`config.mk`:
```
export PLATFORM = sky130hd
export DESIGN_NAME = four_bit_accumulator
export DESIGN_NICKNAME = d
export VERILOG_FILES = /design/src/rtl/four_bit_accumulator_pkg.sv /design/src/rtl/four_bit_parallel_adder.sv /design/src/rtl/four_bit_accumulator.sv
export SDC_FILE = /design/constraint.sdc
export NUM_CORES = 1
export LEC_CHECK = 0
export BUFFER_PORTS_ARGS = -buffer_cell sky130_fd_sc_hd__buf_4
export CORE_AREA = 3 3 40 42
export CTS_BUF_LIST = sky130_fd_sc_hd__clkbuf_4 sky130_fd_sc_hd__clkbuf_8 sky130_fd_sc_hd__clkbuf_16
export DETAILED_ROUTE_END_ITERATION = 8
export DIE_AREA = 0 0 43 45
export GPL_ROUTABILITY_DRIVEN = 0
export PLACE_DENSITY = 0.74
export SETUP_SLACK_MARGIN = 0.4
export SYNTH_ARGS = -nofsm -noshare
export SYNTH_HDL_FRONTEND = slang
export SYNTH_SLANG_ARGS = --single-unit
```
`constraint.sdc`:
```
create_clock -name clk -period 3.4 [get_ports clk]
set_input_delay 0.17 -clock clk [delete_from_list [all_inputs] [get_ports clk]]
set_output_delay 0.17 -clock clk [all_outputs]
set_load 0.005 [all_outputs]
```
`src/rtl/four_bit_accumulator_pkg.sv`:
```
// Shared constants and types for the four-bit accumulator.
// The build macro ACC_SATURATE_EN is consumed in four_bit_accumulator.sv.
package four_bit_accumulator_pkg;

  localparam int ACC_WIDTH = 4;

  typedef enum logic {
    IDLE   = 1'b0,
    RESULT = 1'b1
  } state_e;

  localparam logic [ACC_WIDTH-1:0] SAT_VALUE = 4'hF;

endpackage

```
`src/rtl/four_bit_parallel_adder.sv`:
```
// Purely combinational 4-bit ripple-carry adder: s = a + b + cin.
// Exposes the inter-stage carries c as well as the final carry-out.
module four_bit_parallel_adder (
  input  logic [3:0] a,
  input  logic [3:0] b,
  input  logic       cin,
  output logic [3:0] s,
  output logic       cout,
  output logic [2:0] c
);

  logic [4:0] carryChain;

  assign carryChain[0] = cin;

  for (genvar i = 0; i < 4; i++) begin : g_stage
    assign s[i]            = a[i] ^ b[i] ^ carryChain[i];
    assign carryChain[i+1] = (a[i] & b[i]) | (carryChain[i] & (a[i] ^ b[i]));
  end

  assign c    = carryChain[3:1];
  assign cout = carryChain[4];

endmodule

```
`src/rtl/four_bit_accumulator.sv`:
```
// Handshaked 4-bit accumulator with sticky overflow and an accepted-addition counter.
// Define ACC_SATURATE_EN to clamp acc to 4'hF whenever an addition carries out.
module four_bit_accumulator
  import four_bit_accumulator_pkg::*;
#(
  parameter int WIDTH = ACC_WIDTH
) (
  input  logic             clk,
  input  logic             rst_n,
  input  logic             clear,
  input  logic             in_valid,
  output logic             in_ready,
  input  logic [WIDTH-1:0] b,
  input  logic             cin,
  output logic             out_valid,
  input  logic             out_ready,
  output logic [WIDTH-1:0] acc,
  output logic             carry,
  output logic             ovf,
  output logic [3:0]       count
);

  state_e           state_q, state_d;
  logic [WIDTH-1:0] acc_q, acc_d;
  logic             carry_q, carry_d;
  logic             ovf_q, ovf_d;
  logic [3:0]       count_q, count_d;

  logic [WIDTH-1:0] sum;
  logic             sumCout;
  logic [2:0]       unusedCarries;
  logic             accept;

  four_bit_parallel_adder u_adder (
    .a    (acc_q),
    .b    (b),
    .cin  (cin),
    .s    (sum),
    .cout (sumCout),
    .c    (unusedCarries)
  );

  assign accept = (state_q == IDLE) && in_valid;

  always_ff @(posedge clk or negedge rst_n) begin
    if (!rst_n) begin
      state_q <= IDLE;
      acc_q   <= '0;
      carry_q <= 1'b0;
      ovf_q   <= 1'b0;
      count_q <= '0;
    end else begin
      state_q <= state_d;
      acc_q   <= acc_d;
      carry_q <= carry_d;
      ovf_q   <= ovf_d;
      count_q <= count_d;
    end
  end

  // clear outranks both the input and output handshakes
  always_comb begin
    state_d = state_q;
    if (clear) begin
      state_d = IDLE;
    end else begin
      case (state_q)
        IDLE:    if (in_valid)  state_d = RESULT;
        RESULT:  if (out_ready) state_d = IDLE;
        default: state_d = IDLE;
      endcase
    end
  end

  always_comb begin
    acc_d   = acc_q;
    carry_d = carry_q;
    ovf_d   = ovf_q;
    count_d = count_q;
    if (clear) begin
      acc_d   = '0;
      carry_d = 1'b0;
      ovf_d   = 1'b0;
      count_d = '0;
    end else if (accept) begin
`ifdef ACC_SATURATE_EN
      acc_d   = sumCout ? SAT_VALUE : sum;
`else
      acc_d   = sum;
`endif
      carry_d = sumCout;
      ovf_d   = ovf_q | sumCout;
      count_d = count_q + 4'd1;
    end
  end

  // Handshake outputs depend on registered state only
  always_comb begin
    in_ready  = (state_q == IDLE);
    out_valid = (state_q == RESULT);
  end

  assign acc   = acc_q;
  assign carry = carry_q;
  assign ovf   = ovf_q;
  assign count = count_q;

endmodule

```
Yosys cells after proc, flatten, opt, wreduce, memory -nomap -nowiden. Index checks and enable logic that the tools add are counted.

Flip-flop bits (word level): 11. Input port bits: 10. Word-level logic and storage cells: 42.

Add/sub/neg operators: 1. Muxes and demuxes: 12. Bitwise gates (word level): 22. Reduce and logical (&&, ||, !) cells: 2.

Operators with widths (count): 2-to-1 mux 4 bit (4); bitwise AND 1 bit (8); XOR 1 bit (8); 2-to-1 mux 1 bit (7); OR 1 bit (5); adder 4 x 1 -> 4 bit, second input constant (1); one-hot mux 1 bit (2 select lines) (1); nonzero test 2 bit (1); logical AND 1 bit (1); NOT 1 bit (1).

Logic depth before layout (Yosys ltp).
Depth in word-level cells: 12. Depth in mapped cells: 8.

Cells and area by module. From an unflattened synthesis, not the netlist that was laid out.

Cells, all modules: 53. Area total of the unflattened synthesis: 556.8 um2.

By module, submodules not included: four_bit_accumulator (times used 1, cells an instance 49, area each 476.7 um2, seq. area each 275.3 um2); four_bit_parallel_adder (times used 1, cells an instance 4, area each 80.1 um2, seq. area each 0.0 um2).

Worst setup path before layout. No wires, ideal clock.

Path kind: register to register. Start point: register acc_q[0] (netlist: acc[0]). End point: register acc_q[3] (netlist: acc[3]). Library setup time: 0.078 ns. Arrival time: 2.004 ns. Slack: 1.318 ns. Stages on the path, launching flop included: 9. Path buffers: 0. Cell sequence: dfrtp_1 inv_1 fa_1 inv_1 fa_1 fa_1 fa_1 nand2_1 a21oi_1.

Longest elaborated chain between the ends: 10. Elaborated cells on any way between the ends: 11.

Ends and longest elaborated chain: start: declaration (line four_bit_accumulator.sv:24) `logic [WIDTH-1:0] acc_q, acc_d;`; start signal: assignment (line four_bit_accumulator.sv:48) `acc_q <= '0;`; start signal: assignment (line four_bit_accumulator.sv:54) `acc_q <= acc_d;`; XOR 1 bit (line four_bit_parallel_adder.sv:18) `assign carryChain[i+1] = (a[i] & b[i]) | (carryChain[i] & (a[i] ^ b[i]));`; bitwise AND 1 bit (line four_bit_parallel_adder.sv:18); OR 1 bit (*) (line four_bit_parallel_adder.sv:18); bitwise AND 1 bit (*) (line four_bit_parallel_adder.sv:18); OR 1 bit (*) (line four_bit_parallel_adder.sv:18); bitwise AND 1 bit (*) (line four_bit_parallel_adder.sv:18); OR 1 bit (*) (line four_bit_parallel_adder.sv:18); XOR 1 bit (*) (line four_bit_parallel_adder.sv:17) `assign s[i] = a[i] ^ b[i] ^ carryChain[i];`; 2-to-1 mux 4 bit (*) (line four_bit_accumulator.sv:85) `end else if (accept) begin`; 2-to-1 mux 4 bit (*) (line four_bit_accumulator.sv:80) `if (clear) begin`.

Mark *: on every way between the ends. The rest lies on a longest branch, timed or not. The select of a mux whose other input is x is not followed. A chain may end at the register's enable or synchronous reset.

Final worst setup path. Ends and elaborated chain as after synthesis.

==> out/qor.yml <==
placed_cell_area_um2: 732
slew_violations: 0
cts_tree: "yes"
synth-edff-count: 0
grt_pass1_wl_um: 1990
timing.hold.worst.class: "in -> reg"
synth.distinct_cells: 20
cap_viol_max_count: 0
achievable-frequency_mhz: 462
ant_nets: 0
critPathCaptureType: "flop"
vias: 470
startpoint: "acc[0]$_DFFE_PN0P_"
design_area_um2: 772
ys_seq_elements: 11
drive_above_1_share: 0.329
timing.setup.tns_ns: 0
diodes: 0
hold_viol: 0
row_count: 13
p_per_area_nw_per_um2: 411
relSlewSlack: 0.549
dieWidth_um: 43
numPortBuffers: 21
io-pin-count: 22
r2r-end: "acc[3]$_DFFE_PN0P_"
multiInputGateArea_um2: 262
synth.most_common_cell: "dfrtp_1"
hold_slack_ns: 0.144
hpwl_um: 839
synth_area_leaders: "dfrtp_1 48%, fa_1 14%, a21oi_1 7.0%"
fin_crit_sh: 0.637
final-setup-viol-count: 0
grt_setup_unrepaired: "false"
start_util: 0.448
wl_met3_um: 87
wl_per_cell_um: 12.5
worst_pin_slew_ns: 0.675
critPathArrivalTime_ns: 2.37
outcome: "completed"
r2r.worst_path.cells: 8
ys_seq_area_frac: 0.478
async_reset_ff_frac: 1.00
cts.sinks: 11
viasPerCell: 5.00
gr-total-overflow: 0
drc: 0
skew_ns: 0.00256
ctsRootBufferMaster: "clkbuf_4"
cp_max_fo: 3
core_um2: 1280
die_h_um: 45
first_global_vias: 462
synth_top_cells_by_count: "11 x dfrtp_1, 10 x nand2_1, 8 x a21oi_1"
whs_path_depth: 2
die_area_um2: 1940
ctsLongestPathBuffers: 2
nFillCells: 125
antenna_found_initial: 0
area_growth_pct: 34.1
netlist.area_leader.share: 0.478
ctsResizeCount: 0
drt_wl_total_um: 1180
syn_inst: 56
regArea_um2: 275
p_leak_nw: 0.391
drt_iter0_markers: 6
dr.max_layer_used: "met4"
synth_nets: 71
numCtsBuffers: 3
yosys.area.top_type: "dfrtp_1"
r2r_start: "acc[0]$_DFFE_PN0P_"
clk_latency_ns: 0.27
wl_met2_um: 539
ys.flop_type: "dfrtp_1"
clk_pin_slew_worst_paths_ns: 0.07
syn_area_um2: 576
avgSynthCellArea_um2: 10.3
ys_warn_count: 0
hold_end: "acc[3]$_DFFE_PN0P_"
timing.final.crit_period_ns: 2.16
dr.pass1.iters: 4
r2r_slack_ns: 1.24
wl_met1_um: 524
vdd_drop_max_mv: 0.206
grt_max_degree: 12
htreeDepth: 1
crit_required_ns: 3.60
critPathKind: "reg -> reg"
grt_usage: 0.143
start_kind: "flop"
hp-start: "clear"
final_nets: 95
[critical path: stages, from the launching register on]
cell and delay (ns):
dfrtp_1 0.40, inv_1 0.07, fa_1 0.15, inv_1 0.05, fa_1 0.37, fa_1 0.39
fa_1 0.49, nand2_1 0.05, a21oi_1 0.13
[what timing repair did]
item | CTS | global route
setup buffers | 0 | 0
endpoints found under the setup margin | 0 | 0
hold buffers | 1 | 0
hold endpoints to repair | 11 | 0
[through the flow]
| stage | std cells | setup slack (ns) | util | total power [mW] |
|---|---|---|---|---|
| after global routing | 94 | 1.10 | 0.601 | 0.338 |
| after CTS | 94 | 1.22 | 0.601 | 0.320 |
| after floorplan | 56 | 1.32 | - | 0.187 |
| after detailed placement | 89 | 1.22 | 0.570 | 0.220 |
| after global placement | 89 | 1.25 | 0.570 | 0.219 |
| final | 94 | 1.24 | 0.601 | 0.317 |
[per-layer routing]
layer,up-vias,track usage
met5,-,0
met4,0,0.0904
met3,4,0.0438
met2,18,0.198
met1,227,0.194
li1,221,-
[cell usage in the layout, fill, tap and decap left out]
master         Yosys  routed
inv_1              5       5
or3_1              1       1
o21ai_1            1       1
buf_4              0      21
nand2b_4           1       1
xor2_1             1       1
xnor2_1            1       1
fa_1               4       4
dlygate4sd3_1      0       1
clkbuf_4           0       4
ha_1               1       1
dfrtp_1           11      11
nor2b_1            1       1
or2b_1             1       1
nand3b_1           1       1
nand2_1           10      10
nor2_1             4       4
nand3_1            1       1
a211oi_1           1       1
a21oi_1            8       8
[final cells by class]
class,instances,area share
multi-input cells,37,0.339
clock buffers,4,0.0389
repair buffers,22,0.217
flip-flops and latches,11,0.357
inverters,5,0.0243
well taps,15,0.0243
[flip-flops by register name, indices dropped and copies added (netlist names)]
register	count
carry	1
count	4
out_valid	1
ovf	1
acc	4
[power by group]
part	switching [mW]	internal (mW)	total [mW]	leakage, nW
logic	0.0306	0.0368	0.0674	0.224
registers	0.00963	0.140	0.150	0.149
clock network	0.0460	0.0534	0.0994	0.0184
[worst max-delay path by stage]
stage                              end  depth (start not counted)
finish              acc[3]$_DFFE_PN0P_                          8
global route        acc[3]$_DFFE_PN0P_                          8
CTS                 acc[3]$_DFFE_PN0P_                          8
detailed placement  acc[3]$_DFFE_PN0P_                          8
global placement    acc[3]$_DFFE_PN0P_                          8
floorplan           acc[3]$_DFFE_PN0P_                          8
[logic make-up after synthesis]
| logic type | Yosys count | share of synthesized area |
|---|---|---|
| buffers and inverters | 8 | 0.0674 |
| adders and majority gates | 5 | 0.161 |
| xor gates and xnor gates | 2 | 0.0304 |
| and+or+nand+nor | 20 | 0.172 |
| AOI/OAI and AO/OA | 10 | 0.0913 |
| DFF | 11 | 0.478 |
No activity file was read; power rests on OpenSTA's default activity.
